`config.mk`:
```
export PLATFORM = sky130hd
export DESIGN_NAME = instr_fetch
export DESIGN_NICKNAME = d
export VERILOG_FILES = /design/src/rtl/instr_fetch.sv
export SDC_FILE = /design/constraint.sdc
export NUM_CORES = 1
export LEC_CHECK = 0
export ABC_AREA = 1
export CAP_MARGIN = 40
export CORE_MARGIN = 2
export CORE_UTILIZATION = 44
export DETAILED_ROUTE_END_ITERATION = 8
export PLACE_DENSITY = 0.85
export SKIP_CTS_REPAIR_TIMING = 1
export SYNTH_ARGS = -nofsm -noshare
export SYNTH_HDL_FRONTEND = slang
export SYNTH_SLANG_ARGS = --single-unit
```
`constraint.sdc`:
```
create_clock -name clk -period 2.9 [get_ports clk]
set_input_delay 0.29 -clock clk [delete_from_list [all_inputs] [get_ports clk]]
set_output_delay 0.29 -clock clk [all_outputs]
set_load 0.03 [all_outputs]
```
`src/rtl/instr_fetch.sv`:
```
`timescale 1ns/1ps
// Instruction fetch unit: fetches one 16-bit word per request from a shared RAM,
// holds it for downstream, and handles redirects and HALT.
module instr_fetch (
  input  logic        clk,
  input  logic        rst_n,
  input  logic [7:0]  start_pc,
  output logic        mem_rd,
  output logic [7:0]  mem_addr,
  input  logic [15:0] mem_rdata,
  input  logic        data_busy,
  output logic [15:0] ir,
  output logic        ir_valid,
  input  logic        ir_ready,
  input  logic        redirect,
  input  logic [7:0]  redirect_pc,
  output logic [7:0]  pc,
  output logic        halted,
  output logic [2:0]  fsm_state
);

  typedef enum logic [2:0] {
    S_RESET = 3'd0,
    S_REQ   = 3'd1,
    S_WAIT  = 3'd2,
    S_HOLD  = 3'd3,
    S_HALT  = 3'd4
  } state_t;

  state_t      state, state_nx;
  logic [7:0]  pc_nx;
  logic [15:0] ir_nx;
  logic        ir_valid_nx, halted_nx;

  // Handshake: a word transfers on any rising edge where ir_valid and ir_ready are both high.
  always_ff @(posedge clk or negedge rst_n) begin
    if (!rst_n) begin
      state    <= S_RESET;
      pc       <= 8'd0;
      ir       <= 16'd0;
      ir_valid <= 1'b0;
      halted   <= 1'b0;
    end else begin
      state    <= state_nx;
      pc       <= pc_nx;
      ir       <= ir_nx;
      ir_valid <= ir_valid_nx;
      halted   <= halted_nx;
    end
  end

  always_comb begin
    state_nx    = state;
    pc_nx       = pc;
    ir_nx       = ir;
    ir_valid_nx = ir_valid;
    halted_nx   = halted;
    case (state)
      S_RESET: begin
        pc_nx    = start_pc;
        state_nx = S_REQ;
      end
      S_REQ: begin
        if (!data_busy) state_nx = S_WAIT;
      end
      S_WAIT: begin
        ir_nx       = mem_rdata;
        ir_valid_nx = 1'b1;
        pc_nx       = pc + 8'd1;
        state_nx    = S_HOLD;
      end
      S_HOLD: begin
        if (ir_ready) begin
          ir_valid_nx = 1'b0;
          if (ir[15:13] == 3'b111) begin
            halted_nx = 1'b1;
            state_nx  = S_HALT;
          end else begin
            state_nx = S_REQ;
          end
        end
      end
      S_HALT: state_nx = S_HALT;
      default: state_nx = S_RESET;
    endcase
    // A redirect wins over everything in the active states; a word in flight is dropped.
    if (redirect && (state == S_REQ || state == S_WAIT || state == S_HOLD)) begin
      pc_nx       = redirect_pc;
      ir_nx       = ir;
      ir_valid_nx = 1'b0;
      halted_nx   = halted;
      state_nx    = S_REQ;
    end
  end

  assign mem_rd    = (state == S_REQ) && !data_busy;
  assign mem_addr  = pc;
  assign fsm_state = state;

endmodule
```
# After elaboration in Yosys (flattened, before gate mapping)
# Cells that the tools add are included.
word_totals:
  regBits: 29
  inputBits: 37
classes:
  n_mux: 10
  n_reduce_logical: 12
  bitwise_logic: 1
  n_eq_ne: 7
  add_sub_neg: 1
op_table:
  columns: ["cell", "n"]
  rows:
  - ["$pmux W8 S2", 1]
  - ["$pmux W3 S5", 1]
  - ["$mux W3", 4]
  - ["$add A8 B1 Y8 const B", 1]
  - ["$mux W8", 1]
  - ["$eq A3 B2 Y1 const B", 2]
  - ["$eq A3 B3 Y1 const B", 2]
  - ["$ne A3 B2 Y1 const B", 2]
  - ["$reduce_and A2 Y1", 3]
  - ["$reduce_bool A3 Y1", 2]
  - ["$reduce_and A4 Y1", 1]
  - ["$eq A3 B1 Y1 const B", 1]
  - ["$logic_not A3 Y1", 1]
  - ["$logic_and A1 B1 Y1", 2]
  - ["$logic_or A1 B1 Y1", 2]
  - ["$mux W1", 2]
  - ["$pmux W1 S2", 1]
  - ["$logic_not A1 Y1", 1]
  - ["$not A1 Y1", 1]

# Longest topological paths before layout
# Gate-level depths: netlist (run 1).
depth:
  ltp_word: 6
  ltp_mapped: 9

# Worst setup path before layout (run 1)
# Ideal clock, no wire load.
synth_path:
  path_type: "flip-flop to output port"
  start: "register state[2] (netlist: fsm_state[2])"
  end: "output mem_rd"
  path_buffers: 0
  arrival_time_ns: 1.222
  path_stages_with_launch: 4
  slack_ns: 1.388
  cell_sequence: "dfrtp_1 inv_2 nand3_1 nor2_1"
synth_via:
  elab_chain_cells: 2
synth_rtl:
  columns: ["item", "line", "rtl"]
  rows:
  - ["start: declaration", "30", "state_t state, state_nx;"]
  - ["start signal: assignment", "44", "state <= state_nx;"]
  - ["$eq A3 B1 Y1", "96", "assign mem_rd = (state == S_REQ) && !data_busy;"]
  - ["$logic_and A1 B1 Y1", "96", null]
  - ["end: declaration", "8", "output logic mem_rd,"]
# Every way passes these cells.

# Worst setup path in the final report (run 1)
# Ends and elaborated chain as after synthesis.

==> results of run 1 <==
## cells by family (layout without fill, tap and decap cells)
family	count (synthesis)	count (layout)	share of synthesized area
adder cells (fa/ha/maj)	1	1	0.00777
AO/OA/AOI/OAI	23	23	0.0901
AND/OR/NAND/NOR	125	125	0.343
buffers and inverters	33	101	0.108
flip-flops	29	29	0.451
## worst max-delay path: cells and delay by family (launching register included)
| family | cells | cell delay [ns] |
|---|---|---|
| flops | 1 | 0.44 |
| simple gates | 2 | 0.24 |
| buf+inv | 2 | 0.80 |
## area by class of cell
class,count,share of cell area
clock buffers,6,0.0214
clock inverters,2,0.0156
inverters,18,0.0282
multi-input cells,149,0.296
flip-flops and latches,29,0.303
well taps,46,0.0240
repair buffers,75,0.312
## state kept, by name (all words and copies together), names as in the netlist
| name | cells |
|---|---|
| mem_addr | 8 |
| fsm_state | 3 |
| ir | 16 |
| ir_valid | 1 |
| halted | 1 |
## report_power, final
group / switching (mW) / internal [mW] / total (mW) / leakage [nW]
clock network: 0.148 / 0.205 / 0.353 / 0.0445
logic: 0.858 / 0.592 / 1.45 / 0.740
registers: 0.180 / 0.577 / 0.757 / 0.357
total: 1.19 / 1.37 / 2.56 / 1.14
## layer usage
layer | global-route usage | vias up | share of wire
met5 | 0 | - | 0
met2 | 0.339 | 58 | 0.47
li1 | - | 808 | -
met3 | 0.0816 | 5 | 0.081
met1 | 0.236 | 745 | 0.43
met4 | 0.0479 | 0 | 0.0088
## worst max path at each step
stage / cells past startpoint / slack [ns] / startpoint / to
floorplan: 3 / 1.39 / fsm_state[2]$_DFFE_PN0P_ / mem_rd
global placement: 3 / 1.13 / data_busy / mem_rd
detailed placement: 3 / 1.12 / data_busy / mem_rd
CTS: 4 / 0.79 / fsm_state[2]$_DFFE_PN0P_ / mem_rd
global route: 4 / 0.68 / fsm_state[2]$_DFFE_PN0P_ / mem_rd
finish: 4 / 0.80 / fsm_state[2]$_DFFE_PN0P_ / mem_rd
## cells in the final DEF, fill, tap and decap left out, types with 2 or more instances in the layout
cell type / count
inv_1: 10
inv_2: 6
a21oi_1: 5
nand4_1: 2
clkbuf_4: 5
clkdlybuf4s50_1: 74
nand2_1: 77
nor2_1: 8
nand3_1: 30
dfrtp_1: 29
nand2_2: 2
o21ai_1: 10
o21ai_2: 2
o21bai_1: 2
clkinv_1: 2
## through the flow
stage	total power [mW]	hold WS [ns]	cells	util
global placement	2.20	0.453	317	0.676
CTS	2.58	0.356	325	0.702
global route	2.73	0.355	325	0.702
floorplan	1.69	-0.00559	211	-
detailed placement	2.22	0.458	317	0.676
finish	2.56	0.339	325	0.702
==> flow_metrics.tcl, run 1 <==
set metrics [dict create \
    grt_pass1_wl_um 6460 \
    layout.nets 316 \
    wire_per_inst_um 12.2 \
    syn_inst 211 \
    dieArea_um2 4160 \
    worstReg2RegEnd "ir[10]$_DFFE_PN0P_" \
    dp_slack_ns 1.12 \
    rsz0062_at_grt "false" \
    port_buffers 74 \
    final-setup-viol-count 0 \
    max-cap-violations 0 \
    worstSetupEndpointType "primary output" \
    core_um2 3420 \
    grt_use_total 0.199 \
    antenna_found_initial 0 \
    synth_seq_cells 29 \
    cts_tree "yes" \
    ys.flop_type "dfrtp_1" \
    synth_area_leaders "dfrtp_1 45%, nand2_1 18%, nand3_1 9.3%" \
    critical_path.max_stage_delay_ns 0.67 \
    place_area_um2 2310 \
    num_io_pins 75 \
    clock_path_buffers 2 \
    tns_ns 0 \
    vias 1616 \
    crit_type "flop to primary output" \
    clock_latency_ns 0.33 \
    critPathLaunchType "flop" \
    initial_core_util 0.471 \
    routed_wl_um 3960 \
    timing.final.crit_share 0.723 \
    clkSinkCount 29 \
    avgSynthCellArea_um2 7.63 \
    core.rowCount 21 \
    slew_headroom 0.731 \
    grt_start_max_net_pins 30 \
    final_layout_size_suffix_gt1_frac 0.0860 \
    worstRegToRegCells 6 \
    clock.fmax_ghz 0.477 \
    synth.net_count 249 \
    synth-edff-count 0 \
    synth_cell_type_count 29 \
    post-dp-hpwl_um 2870 \
    hold_viol 0 \
    vdd_drop_max_v 0.000664 \
    synthArstFlopShare 1.00 \
    dr.pass1.iters 4 \
    regArea_um2 726 \
    die_x_um 64.5 \
    synth.top_cell.area_share 0.451 \
    finalClockSkew_ns 0.00895 \
    power_leakage_nw 1.14 \
    cts_made_buffers 5 \
    cts-root-buf "clkbuf_4" \
    p_per_area_nw_per_um2 1070 \
    min_period_ns 2.10 \
    multiInputGateArea_um2 711 \
    timing.reg2reg.setup_slack_ns 1.15 \
    num_antenna_cells 0 \
    synth-seq-area-share 0.451 \
    routed_via_density 4.97 \
    design_area_um2 2400 \
    synthTopCellsByCount "77 x nand2_1, 30 x nand3_1, 29 x dfrtp_1" \
    synth_most_common_cell "nand2_1" \
    crit_slowest_cell "clkdlybuf4s50_1" \
    synth_top_cell_by_area "dfrtp_1" \
    reg2reg_from "fsm_state[2]$_DFFE_PN0P_" \
    slew_viol_final 0 \
    fin_ws_ns 0.803 \
    worst-path-max-fanout 6 \
    max_slew.worst_pin.slew_ns 0.403 \
    die_y_um 64.5 \
    ys_warn_count 0 \
    grt_pass1_vias 1466 \
    hp-class "input pin to async pin" \
    grt_overflow_total 0 \
    fill_cells 292 \
    gp_congestion 0.839 \
    crit_required_ns 2.61 \
    synth_area_um2 1610 \
    initialDrtViolationCount 78 \
    path_clk_slew_ns 0.10 \
    critical_path.cell_chain "inv_2 -> nand3_1 -> nor2_1 -> clkdlybuf4s50_1" \
    drcViolationCount 0 \
    ant_nets 0 \
    status "finished, final reports clean" \
    synthToLayoutAreaGrowth_pct 49.0 \
    h-tree-depth 2 \
    crit_arrival_ns 1.81 \
]
No activity file was read; power rests on OpenSTA's default activity.
==> run 2: changes to the inputs <==
--- a/config.mk
+++ b/config.mk
@@ -8,9 +8,9 @@
 export ABC_AREA = 1
 export CAP_MARGIN = 40
 export CORE_MARGIN = 2
-export CORE_UTILIZATION = 44
+export CORE_UTILIZATION = 37
 export DETAILED_ROUTE_END_ITERATION = 8
-export PLACE_DENSITY = 0.85
+export PLACE_DENSITY = 0.76
 export SKIP_CTS_REPAIR_TIMING = 1
 export SYNTH_ARGS = -nofsm -noshare
 export SYNTH_HDL_FRONTEND = slang
==> constraint.sdc (replaced) <==
create_clock -name clk -period 1.85 [get_ports clk]
set_input_delay 0.185 -clock clk [delete_from_list [all_inputs] [get_ports clk]]
set_output_delay 0.185 -clock clk [all_outputs]
set_load 0.03 [all_outputs]
==> run 2 against run 1 <==
Effect of this change:
- global-route usage fell by 1.3 points
- worst setup slack got worse by 0.68 ns
- final cell count rose by 1.8%
- die area rose by 18%
- combinational power rose by 58%
- non-clock buffer count rose by 2
- clock skew fell by 0.0036 ns
- hold slack got worse by 0.049 ns
- sequential share of layout area fell by 0.66 points
- core utilization fell by 10 points
- design area rose by 2.2%
- routed wire length rose by 9.2%
- critical path type unchanged
==> flow_metrics.tcl, run 2 (synthesis gave the netlist of run 1 again) <==
set metrics [dict create \
    core.rowCount 23 \
    port_buffers 74 \
    worstRegToRegCells 6 \
    crit_arrival_ns 1.54 \
    seq_power_share 0.286 \
    dieArea_um2 4900 \
    core_um2 4090 \
    timing.final.crit_share 0.933 \
    dr.pass1.iters 4 \
    p_int_mw 2.28 \
    gp_congestion 0.754 \
    critPathTopFamily "buffers and inverters" \
    power_switching_mw 1.90 \
    initialDrtViolationCount 91 \
    final-setup-viol-count 0 \
    mostFrequentLayoutCell "nand2_1" \
    worstReg2RegEnd "ir[5]$_DFFE_PN0P_" \
    grt_pass1_wl_um 7240 \
    design_area_um2 2450 \
    synthToLayoutAreaGrowth_pct 52.3 \
    post-dp-hpwl_um 3100 \
    worst-path-max-fanout 5 \
    status "finished, final reports clean" \
    clock_latency_ns 0.29 \
    initial_core_util 0.394 \
    vias 1649 \
    max_slew.worst_pin.slew_ns 0.415 \
    hold_viol 0 \
    met2_length_um 2040 \
    max-cap-violations 0 \
    met3_length_um 429 \
    crit_type "flop to primary output" \
    clock_path_buffers 2 \
    routed_wl_um 4330 \
    worstSetupEndpointType "primary output" \
    place_area_um2 2330 \
    final_cell_mix "77 x nand2_1, 73 x clkdlybuf4s50_1, 30 x nand3_1" \
    critPathBufInv 1 \
    clkSinkCount 29 \
    cts_tree "yes" \
    cts-root-buf "clkbuf_8" \
    num_antenna_cells 0 \
    clock.fmax_ghz 0.579 \
    top_layer_used "met4" \
    clkPwrFrac 0.166 \
    switching_share 0.455 \
    hp-class "input pin to async pin" \
    reg2reg_from "fsm_state[2]$_DFFE_PN0P_" \
    crit_slowest_cell "clkdlybuf4s50_1" \
    vdd_drop_max_v 0.000819 \
    critical_path.max_stage_delay_ns 0.76 \
    grt_use_total 0.186 \
    power_leakage_nw 1.18 \
    antenna_found_initial 0 \
    drt-met1-wl_um 1810 \
    critPathLaunchType "flop" \
    critical_path.cell_chain "clkdlybuf4s50_1" \
    largest_reg_flops 16 \
    layout.nets 318 \
    crit_required_ns 1.66 \
    final_layout_size_suffix_gt1_frac 0.0925 \
    wire_per_inst_um 13.1 \
    drcViolationCount 0 \
    h-tree-depth 2 \
    grt_overflow_total 0 \
    pwr-share-comb 0.548 \
    post-route-util 0.600 \
    finalClockSkew_ns 0.00538 \
    die_x_um 70.0 \
    routed_via_density 4.98 \
    cts_made_buffers 5 \
    rsz0062_at_grt "false" \
    num_io_pins 75 \
    top_register "ir" \
    die_y_um 70.0 \
    min_period_ns 1.73 \
    grt_start_max_net_pins 30 \
    grt_pass1_vias 1581 \
    timing.reg2reg.setup_slack_ns 0.34 \
    slew_headroom 0.723 \
    path_clk_slew_ns 0.06 \
    ant_nets 0 \
    slew_viol_final 0 \
    p_per_area_nw_per_um2 1710 \
]
[run 2: cell types whose count changed in the layout (fill, tap and decap cells not counted)]
cell | previous run | this run
clkbuf_4 | 5 | 0
clkbuf_8 | 1 | 6
buf_4 | 1 | 3
clkdlybuf4s50_1 | 74 | 73
dlymetal6s2s_1 | 0 | 1
[run 2: routing by layer]
metal  up-vias  track usage
met5         -            0
met4         0       0.0833
met3         6       0.0678
met2        67        0.299
met1       767        0.222
li1        809            -
[run 2: worst max-delay path by stage]
stage	startpoint	endpoint	cells after the start
3_3_place_gp	fsm_state[2]$_DFFE_PN0P_	mem_rd	4
6_report	fsm_state[0]$_DFFE_PN0P_	fsm_state[0]	1
2_1_floorplan	mem_addr[0]$_DFFE_PN0P_	mem_addr[2]$_DFFE_PN0P_	6
4_1_cts	fsm_state[2]$_DFFE_PN0P_	mem_rd	4
5_1_grt	mem_addr[2]$_DFFE_PN0P_	mem_addr[2]	1
3_5_place_dp	fsm_state[2]$_DFFE_PN0P_	mem_rd	4
[run 2: power groups by stage]
| stage | Clock, mW | Combinational [mW] | Sequential (mW) |
|---|---|---|---|
| after floorplan | 0 | 0.956 | 1.69 |
| after global placement | 0 | 2.28 | 1.19 |
| after detailed placement | 0 | 2.31 | 1.20 |
| after CTS | 0.707 | 2.32 | 1.20 |
| after global routing | 0.732 | 2.47 | 1.26 |
| final | 0.694 | 2.29 | 1.20 |
[run 2: final cells by class]
class	instances	area, um2
Clock inverter	2	37.5
Inverter	18	67.6
Clock buffer	6	82.6
Multi-Input combinational cell	149	711
Sequential cell	29	726
Fill cell	370	1630
Timing Repair Buffer	77	766
Tap cell	50	62.6
[run 2: stage by stage]
step / hold WS (ns) / TNS [ns] / total power, mW / instances / setup WS, ns
floorplan: -0.111 / 0 / 2.64 / 211 / 0.408
global placement: 0.453 / 0 / 3.47 / 323 / 0.238
detailed placement: 0.459 / 0 / 3.51 / 323 / 0.215
CTS: 0.304 / -0.0968 / 4.22 / 331 / -0.0968
global route: 0.328 / 0 / 4.46 / 331 / 0.0398
finish: 0.289 / 0 / 4.18 / 331 / 0.124
